===== src/rtl/tuple_bit_serializer_if.sv =====
// Tuple input / bit-serial output bundle for tuple_bit_serializer.
// master = serializer side, slave = producer/sink environment side.
interface tuple_bit_serializer_if #(
  parameter int DEPTH = 2,
  parameter int CNT_W = $clog2(DEPTH + 1)
);
  logic             I__0;
  logic             I__1;
  logic             I_valid;
  logic             I_ready;
  logic             O_data;
  logic             O_valid;
  logic             O_ready;
  logic             O_last;
  logic [CNT_W-1:0] count;

  modport master (
    input  I__0, I__1, I_valid, O_ready,
    output I_ready, O_data, O_valid, O_last, count
  );

  modport slave (
    output I__0, I__1, I_valid, O_ready,
    input  I_ready, O_data, O_valid, O_last, count
  );
endinterface


===== src/rtl/tuple_bit_serializer.sv =====
// Buffers {I__1,I__0} tuples in a FIFO and streams them bit-serially, element 0 first.
// Define TUPLE_SERIALIZER_PARITY_EN to append a third (XOR parity) beat per tuple.
module tuple_bit_serializer #(
  parameter int DEPTH = 2,
  parameter int CNT_W = $clog2(DEPTH + 1)
) (
  input  logic                   CLK,
  input  logic                   ASYNCRESETN,
  tuple_bit_serializer_if.master bus
);
  localparam int               PTR_W = $clog2(DEPTH);
  localparam logic [CNT_W-1:0] FULL  = CNT_W'(DEPTH);
`ifdef TUPLE_SERIALIZER_PARITY_EN
  localparam int SR_W = 3;
  typedef enum logic [1:0] {IDLE = 2'd0, BEAT0 = 2'd1, BEAT1 = 2'd2, BEATP = 2'd3} state_t;
`else
  localparam int SR_W = 2;
  typedef enum logic [1:0] {IDLE = 2'd0, BEAT0 = 2'd1, BEAT1 = 2'd2} state_t;
`endif

  state_t            state_q, state_d;
  logic [PTR_W-1:0]  wr_ptr_q, wr_ptr_d;
  logic [PTR_W-1:0]  rd_ptr_q, rd_ptr_d;
  logic [CNT_W-1:0]  count_q, count_d;
  logic [SR_W-1:0]   sr_q, sr_d;
  logic [1:0]        mem_q [DEPTH];
  logic [1:0]        head;
  logic [SR_W-1:0]   load;
  logic              push, pop, beat_hs, o_data, o_last;

  // Space is judged from registered occupancy only; a same-cycle pop never frees a slot.
  assign push = bus.I_valid && (count_q != FULL);
  assign head = mem_q[rd_ptr_q];
`ifdef TUPLE_SERIALIZER_PARITY_EN
  assign load = {^head, head};
`else
  assign load = head;
`endif

  always_comb begin
    state_d  = state_q;
    sr_d     = sr_q;
    rd_ptr_d = rd_ptr_q;
    pop      = 1'b0;
    o_data   = 1'b0;
    o_last   = 1'b0;
    beat_hs  = (state_q != IDLE) && bus.O_ready;
    case (state_q)
      IDLE: begin
        if (count_q != '0) begin
          pop     = 1'b1;
          state_d = BEAT0;
        end
      end
      BEAT0: begin
        o_data = sr_q[0];
        if (beat_hs) state_d = BEAT1;
      end
`ifdef TUPLE_SERIALIZER_PARITY_EN
      BEAT1: begin
        o_data = sr_q[1];
        if (beat_hs) state_d = BEATP;
      end
      BEATP: begin
        o_data = sr_q[2];
        o_last = 1'b1;
        if (beat_hs) begin
          if (count_q != '0) begin
            pop     = 1'b1;
            state_d = BEAT0;
          end else begin
            state_d = IDLE;
          end
        end
      end
`else
      BEAT1: begin
        o_data = sr_q[1];
        o_last = 1'b1;
        // Reload on the final beat so consecutive tuples stream without a bubble.
        if (beat_hs) begin
          if (count_q != '0) begin
            pop     = 1'b1;
            state_d = BEAT0;
          end else begin
            state_d = IDLE;
          end
        end
      end
`endif
      default: state_d = IDLE;
    endcase
    if (pop) begin
      sr_d     = load;
      rd_ptr_d = rd_ptr_q + PTR_W'(1);
    end
  end

  always_comb begin
    wr_ptr_d = wr_ptr_q;
    count_d  = count_q;
    if (push) wr_ptr_d = wr_ptr_q + PTR_W'(1);
    case ({push, pop})
      2'b10:   count_d = count_q + CNT_W'(1);
      2'b01:   count_d = count_q - CNT_W'(1);
      default: count_d = count_q;
    endcase
  end

  always_ff @(posedge CLK or negedge ASYNCRESETN) begin
    if (!ASYNCRESETN) begin
      state_q  <= IDLE;
      wr_ptr_q <= '0;
      rd_ptr_q <= '0;
      count_q  <= '0;
      sr_q     <= '0;
    end else begin
      state_q  <= state_d;
      wr_ptr_q <= wr_ptr_d;
      rd_ptr_q <= rd_ptr_d;
      count_q  <= count_d;
      sr_q     <= sr_d;
    end
  end

  // FIFO storage is pure data; occupancy/pointers decide what is valid.
  always_ff @(posedge CLK) begin
    if (push) mem_q[wr_ptr_q] <= {bus.I__1, bus.I__0};
  end

  assign bus.I_ready = (count_q != FULL);
  assign bus.O_valid = (state_q != IDLE);
  assign bus.O_data  = o_data;
  assign bus.O_last  = o_last;
  assign bus.count   = count_q;
endmodule


===== src/flat_wrapper.sv =====
// flat-port wrapper written by rule: the top's interface ports become plain ports
module tuple_bit_serializer_flat 
#(
  parameter int DEPTH = 2,
  parameter int CNT_W = $clog2(DEPTH + 1)
)
  (CLK, ASYNCRESETN, bus_I__0, bus_I__1, bus_I_valid, bus_O_ready, bus_I_ready, bus_O_data, bus_O_valid, bus_O_last, bus_count);
  tuple_bit_serializer_if #(.DEPTH(DEPTH), .CNT_W(CNT_W)) bus_i ();
  input  logic CLK;
  input  logic ASYNCRESETN;
  input wire logic [$bits(bus_i.I__0)-1:0] bus_I__0;
  input wire logic [$bits(bus_i.I__1)-1:0] bus_I__1;
  input wire logic [$bits(bus_i.I_valid)-1:0] bus_I_valid;
  input wire logic [$bits(bus_i.O_ready)-1:0] bus_O_ready;
  output wire logic [$bits(bus_i.I_ready)-1:0] bus_I_ready;
  output wire logic [$bits(bus_i.O_data)-1:0] bus_O_data;
  output wire logic [$bits(bus_i.O_valid)-1:0] bus_O_valid;
  output wire logic [$bits(bus_i.O_last)-1:0] bus_O_last;
  output wire logic [$bits(bus_i.count)-1:0] bus_count;
  assign bus_i.I__0 = bus_I__0;
  assign bus_i.I__1 = bus_I__1;
  assign bus_i.I_valid = bus_I_valid;
  assign bus_i.O_ready = bus_O_ready;
  assign bus_I_ready = bus_i.I_ready;
  assign bus_O_data = bus_i.O_data;
  assign bus_O_valid = bus_i.O_valid;
  assign bus_O_last = bus_i.O_last;
  assign bus_count = bus_i.count;
  tuple_bit_serializer #(.DEPTH(DEPTH), .CNT_W(CNT_W)) u_core (.CLK(CLK), .ASYNCRESETN(ASYNCRESETN), .bus(bus_i));
endmodule

===== config.mk =====
export PLATFORM = sky130hd
export DESIGN_NAME = tuple_bit_serializer_flat
export DESIGN_NICKNAME = d
export VERILOG_FILES = /design/src/rtl/tuple_bit_serializer_if.sv /design/src/rtl/tuple_bit_serializer.sv /design/src/flat_wrapper.sv
export SDC_FILE = /design/constraint.sdc
export NUM_CORES = 1
export LEC_CHECK = 0
export CAP_MARGIN = 40
export CORE_MARGIN = 3
export CORE_UTILIZATION = 30
export DETAILED_ROUTE_END_ITERATION = 8
export PLACE_DENSITY = 0.54
export SLEW_MARGIN = 40
export SYNTH_ARGS = -nofsm -noshare
export SYNTH_HDL_FRONTEND = slang
export SYNTH_SLANG_ARGS = --single-unit

===== constraint.sdc =====
create_clock -name CLK -period 2.2 [get_ports CLK]
set_input_delay 0.33 -clock CLK [delete_from_list [all_inputs] [get_ports CLK]]
set_output_delay 0.33 -clock CLK [all_outputs]
set_load 0.005 [all_outputs]

Word-level counts from Yosys, hierarchy flattened:

Memory sizes are Yosys's and may differ from the RTL's. A register that Yosys moved wholly into a read port is not among the register bits.
Index checks and enable logic that the tools add are counted.

* memories: 1
* word-level logic and storage cells: 38
* output and inout bits: 6
* memory bits (writable): 4
* register bits after elaboration: 6
* input port bits: 6

* muxes and demuxes: 13
* equality and inequality tests: 8
* reduce and logical (&&, ||, !) cells: 8
* $add $sub $neg: 4

Memories
* u_core.mem_q: depth 2, bits a word 2, rd ports 1, clocked after memory_dff 1, wr ports 1, line tuple_bit_serializer.sv:26 `logic [1:0] mem_q [DEPTH];`

Operator list (number)
* 2-to-1 mux 1 bit: 6
* 2-to-1 mux 2 bit: 3
* inequality test 2 x 1 -> 1 bit (second input constant): 3
* case mux 2 bit (3 select lines): 1
* nonzero test 2 bit: 3
* == test 2 x 1 -> 1 bit (second input constant): 2
* == test 2 bit (second input constant): 2
* case mux 1 bit (2 select lines): 2
* case mux 2 bit (2 select lines): 1
* AND reduction 3 bit: 1
* adder 1 bit (second input constant): 2
* adder 2 x 1 -> 2 bit (second input constant): 1
* logical AND 1 bit: 2
* zero test 2 bit: 1
* inequality test 2 bit (second input constant): 1
* subtractor 2 x 1 -> 2 bit (second input constant): 1
* zero test 1 bit: 1

Depth between registers and ports, before layout:

* depth after elaboration: 6
* gate-level depth with buffers: 8
* depth with buffers taken out: 8

Worst setup path before layout:

OpenSTA, ideal clock, no wires.

* path kind: register to register
* start: reg u_core.state_q[0]
* end: reg u_core.count_q[1] (netlist: u_core.bus.count[1])
* data arrival time: 1.522 ns
* path buffers: 0
* clock period less this slack: 1.602 ns
* library setup time: 0.079 ns
* stages on the path, launching flop included: 8
* data required time: 2.121 ns
* slack: 0.598 ns
* cells stage by stage: dfrtp_1 inv_1 ha_1 a21oi_1 nor2_2 ha_1 nor2_1 xor2_1

* cells in the longest elaborated chain, start to end: 6
* elaborated cells between the ends (all ways): 10
* classes of those cells: eq/ne (3); mux (3); reduce/logical (4)

Ends and longest elaborated chain
* start: declaration: line tuple_bit_serializer.sv:21 `state_t state_q, state_d;`
* start signal: assignment: line tuple_bit_serializer.sv:118 `state_q <= state_d;`
* nonzero test 2 bit: line tuple_bit_serializer.sv:47 `beat_hs = (state_q != IDLE) && bus.O_ready;`
* logical AND 1 bit: line tuple_bit_serializer.sv:47
* 2-to-1 mux 1 bit: line tuple_bit_serializer.sv:81 `if (beat_hs) begin`
* case mux 1 bit (2 select lines) (*): line tuple_bit_serializer.sv:48 `case (state_q)`
* named net u_core.pop: line tuple_bit_serializer.sv:29 `logic push, pop, beat_hs, o_data, o_last;`
* == test 2 x 1 -> 1 bit or == test 2 bit (tied branches): line tuple_bit_serializer.sv:103 `case ({push, pop})`
* case mux 2 bit (2 select lines) or nonzero test 2 bit (tied branches)
* end signal: assignment: line tuple_bit_serializer.sv:121 `count_q <= count_d;`
* end: declaration: line tuple_bit_serializer.sv:24 `logic [CNT_W-1:0] count_q, count_d;`

The timed path passes the listed nets; every way through them passes the cells marked *.
A chain may end at the register's enable or synchronous reset.

Worst setup path in the final report:

* start: reg u_core.state_q[0]
* end: out bus_O_data

* cells in the longest elaborated chain, start to end: 2
* elaborated cells between the ends (all ways): 3
* classes of those cells: eq/ne (2); mux (1)

Ends and longest elaborated chain
* == test 2 bit or == test 2 x 1 -> 1 bit (tied branches): line tuple_bit_serializer.sv:48
* case mux 1 bit (2 select lines) (*): line tuple_bit_serializer.sv:48
* end: declaration: line flat_wrapper.sv:16 `output wire logic [$bits(bus_i.O_data)-1:0] bus_O_data;`

Every way passes the cells marked *; elsewhere a longest branch is shown, timed or not.

==> summary.txt <==
Outcome
  • Status: finished, final reports clean

Logic synthesis
  • Warnings, synthesis: 0
  • Number of standard cells after synthesis: 45
  • Sequential area share after synthesis: 53.9%
  • Top cell type's share of synthesized area: 33.7%
  • Mean instance size in the synthesized netlist: 13.2 µm²
  • Async set or reset register ratio after synthesis: 66.7%
  • Most area-hungry cell type in the Yosys netlist: dfrtp_1
  • Number of library cell types mapped by synthesis: 18
  • Most numerous cell types in the synthesized netlist: dfrtp_1 (8), mux2_2 (6), ha_1 (5)
  • Number of nets produced by synthesis: 56
  • Top area cells in the synthesized netlist: dfrtp_1 (34%), edfxtp_1 (20%), mux2_2 (11%)
  • #FFs+latches synth: 12
  • Leading register cell type out of synthesis: dfrtp_1
  • Number of enable-type register cells in the synthesized netlist: 4
  • Netlist Area Pre-Place: 594 µm²
  • Most frequently used cell type in the post-synthesis netlist: dfrtp_1

Floorplanning
  • Die Ht: 50.5 µm
  • Placement row count: 15
  • Top Ports: 12
  • CORE AREA: 1800 µm²
  • Effective utilization at floorplan: 33.0%
  • Area enclosed by the die boundary: 2550 µm²
  • Die width: 50.5 µm

Clock tree
  • Deepest level of the CTS H-tree: 1
  • Root Buffer Master: clkbuf_4
  • Buffer depth of the longest clock path: 2
  • TritonCTS clock tree: yes
  • Number of CTS-inserted buffers: 3
  • Count of clock tree sinks: 12
  • Clock latency at the later pin of the worst-skew pair: 0.27 ns
  • Clock transition time at the flip-flop clock pins of the worst setup and hold paths: 0.08 ns
  • Buffer count from post-CTS setup fixing: 0

Drt
  • Met2 wire len: 400 µm
  • DRC violation total after the first TritonRoute iteration: 5
  • Met1 wire length: 507 µm
  • Wire per inst: 11.1 µm
  • Top routing layer in use: met4
  • Routed length on met3: 24 µm
  • Final antenna-violating net count: 0
  • Remaining design rule violation count: 0
  • DR pass1 iterations: 2
  • Ratio of routed vias to standard cells: 4.39
  • Routed via count: 373
  • Total wirelength of the detailed-routed design: 946 µm

Layout
  • Share of layout cells above drive strength 1: 21.7%
  • Core occupancy in the finished layout: 42.4%
  • Antenna diode count: 0
  • Final design area excluding fillers: 764 µm²
  • Count of fill cells added during filler insertion: 186
  • Number of nets at the end of the flow: 72
  • Layout overhead on the synthesized area: 28.6%

Setup path
  • Setup slack on the worst flop-to-flop path: 0.52 ns
  • CP required: 1.87 ns
  • Element type at the critical path end: output port
  • Crit path max fanout: 6
  • Critical path startpoint category: register
  • Beginning of the worst register-to-register path: u_core.state_q[0]
  • Endpoint of the lowest-slack register-to-register path: u_core.bus.count[1]
  • R2R cell count: 7
  • Worst endpoint data arrival time: 1.72 ns
  • Worst Setup Path Type: register to output port

GRT
  • Global-route wire length before repair: 1610 µm
  • Global-route usage over all layers: 8.55%
  • Overflow left after global routing: 0
  • Initial antenna violation count: 0
  • Largest net degree at the start of global routing: 9
  • Via count of the first global-routing pass: 378

Timing
  • Worst slew slack as a fraction of its limit: 74.6%
  • Pins Over Slew Limit: 0
  • Achievable Freq: 488 MHz
  • Setup TNS: 0 ns
  • Worst clock skew: 0.00251 ns
  • Worst Tran Pin Value: 0.380 ns
  • Setup repair after global routing missed its margin: no
  • Fin. Hold Viols: 0
  • Least setup slack across all paths after layout: 0.150 ns
  • Share of the clock period used by the worst path after layout: 93.2%
  • Fin crit period: 2.05 ns
  • Setup-violating endpoint count in the final report: 0

Flow run
  • Number of maximum-capacitance violations: 0

Place
  • Area after detailed placement: 736 µm²
  • Post-DP HPWL: 732 µm
  • Setup WS pre-CTS: 0.388 ns
  • Final RePlAce weighted congestion: 0.662
  • Port Buf Inserts: 11

Hold path
  • Type of the most critical hold path: input pin to async pin

Power and ir drop
  • Maximum ir drop on the vdd rail: 0.732 mV
  • Leakage power: 0.312 nW
  • Overall Power: 1.13 mW
  • Power density of the placed cells: 1470 nW/µm²
[state kept, by name, summed over array words and instances, names as in the netlist]
register	count
u_core.mem_q	4
u_core.bus.count	2
u_core.sr_q	2
u_core.state_q	2
u_core.rd_ptr_q	1
u_core.wr_ptr_q	1
[kinds of logic (layout without fill, tap and decap cells)]
group                    count (synthesis)  in the layout  share of synthesized area, %
adder cells (fa/ha/maj)                  5              5                          10.5
AO/OA/AOI/OAI                            6              6                          8.21
multiplexers                             6              6                          11.4
flip-flops                              12             12                          53.9
XOR/XNOR                                 5              5                          7.37
AND/OR/NAND/NOR                          8              8                          6.74
buffers and inverters                    3             18                          1.89
[per-layer routing]
metal | vias up | global-route usage [%]
li1 | 191 | -
met1 | 171 | 11.7
met2 | 9 | 12.2
met3 | 2 | 1.78
met4 | 0 | 5.38
met5 | - | 0
[per-stage QoR]
stage	instances	hold WS, ns
finish	85	0.341
global route	85	0.370
CTS	85	0.365
detailed placement	81	0.482
global placement	81	0.476
floorplan	45	0.0344
[area by class of cell]
cell class	count	area, µm²	share of cell area (%)
clock buffer	3	22.5	2.95
clock inverter	1	3.75	0.491
inverter	3	11.3	1.47
multi-input combinational	30	265	34.7
sequential	12	320	41.9
tap	25	31.3	4.09
timing repair buffer	11	110	14.4
[how the worst max path moves through the flow]
stage / end / from / depth (start not counted)
detailed placement: bus_O_data / u_core.state_q[0] / 5
floorplan: u_core.bus.count[1] / u_core.state_q[0] / 7
global route: bus_O_data / u_core.state_q[0] / 5
CTS: bus_O_data / u_core.state_q[0] / 5
global placement: bus_O_data / u_core.state_q[0] / 5
finish: bus_O_data / u_core.state_q[0] / 5
[where the power goes]
group	internal, mW	leakage, nW	switching [mW]	total, mW
clock	0.0655	0.0154	0.0730	0.138
sequential	0.334	0.132	0.0819	0.416
combinational	0.342	0.164	0.229	0.571
[layout by cell type, fill, tap and decap left out]
master            n
and3_1            1
clkinv_1          1
ha_2              1
a22oi_1           1
o32ai_2           1
nand2_1           1
inv_1             3
xnor2_1           3
ha_1              4
edfxtp_1          4
o21ai_0           1
a21oi_1           2
nor2_1            3
clkbuf_4          3
dfrtp_1           8
nor2_2            1
mux2_2            6
xor2_1            2
o21ba_2           1
nand2b_1          1
clkdlybuf4s50_1  11
nor2b_1           1
[critical path, cell delays in order (launching register included)]
cell and delay (ns):
dfrtp_1 0.41, inv_1 0.10, ha_2 0.23, a22oi_1 0.10, nor2b_1 0.11, clkdlybuf4s50_1 0.50
[repair_timing]
item | CTS | global route
hold buffers | 0 | 0
resized for setup | 0 | 1
setup endpoints to repair | 0 | 1
Power figures use the tool's default switching activity.
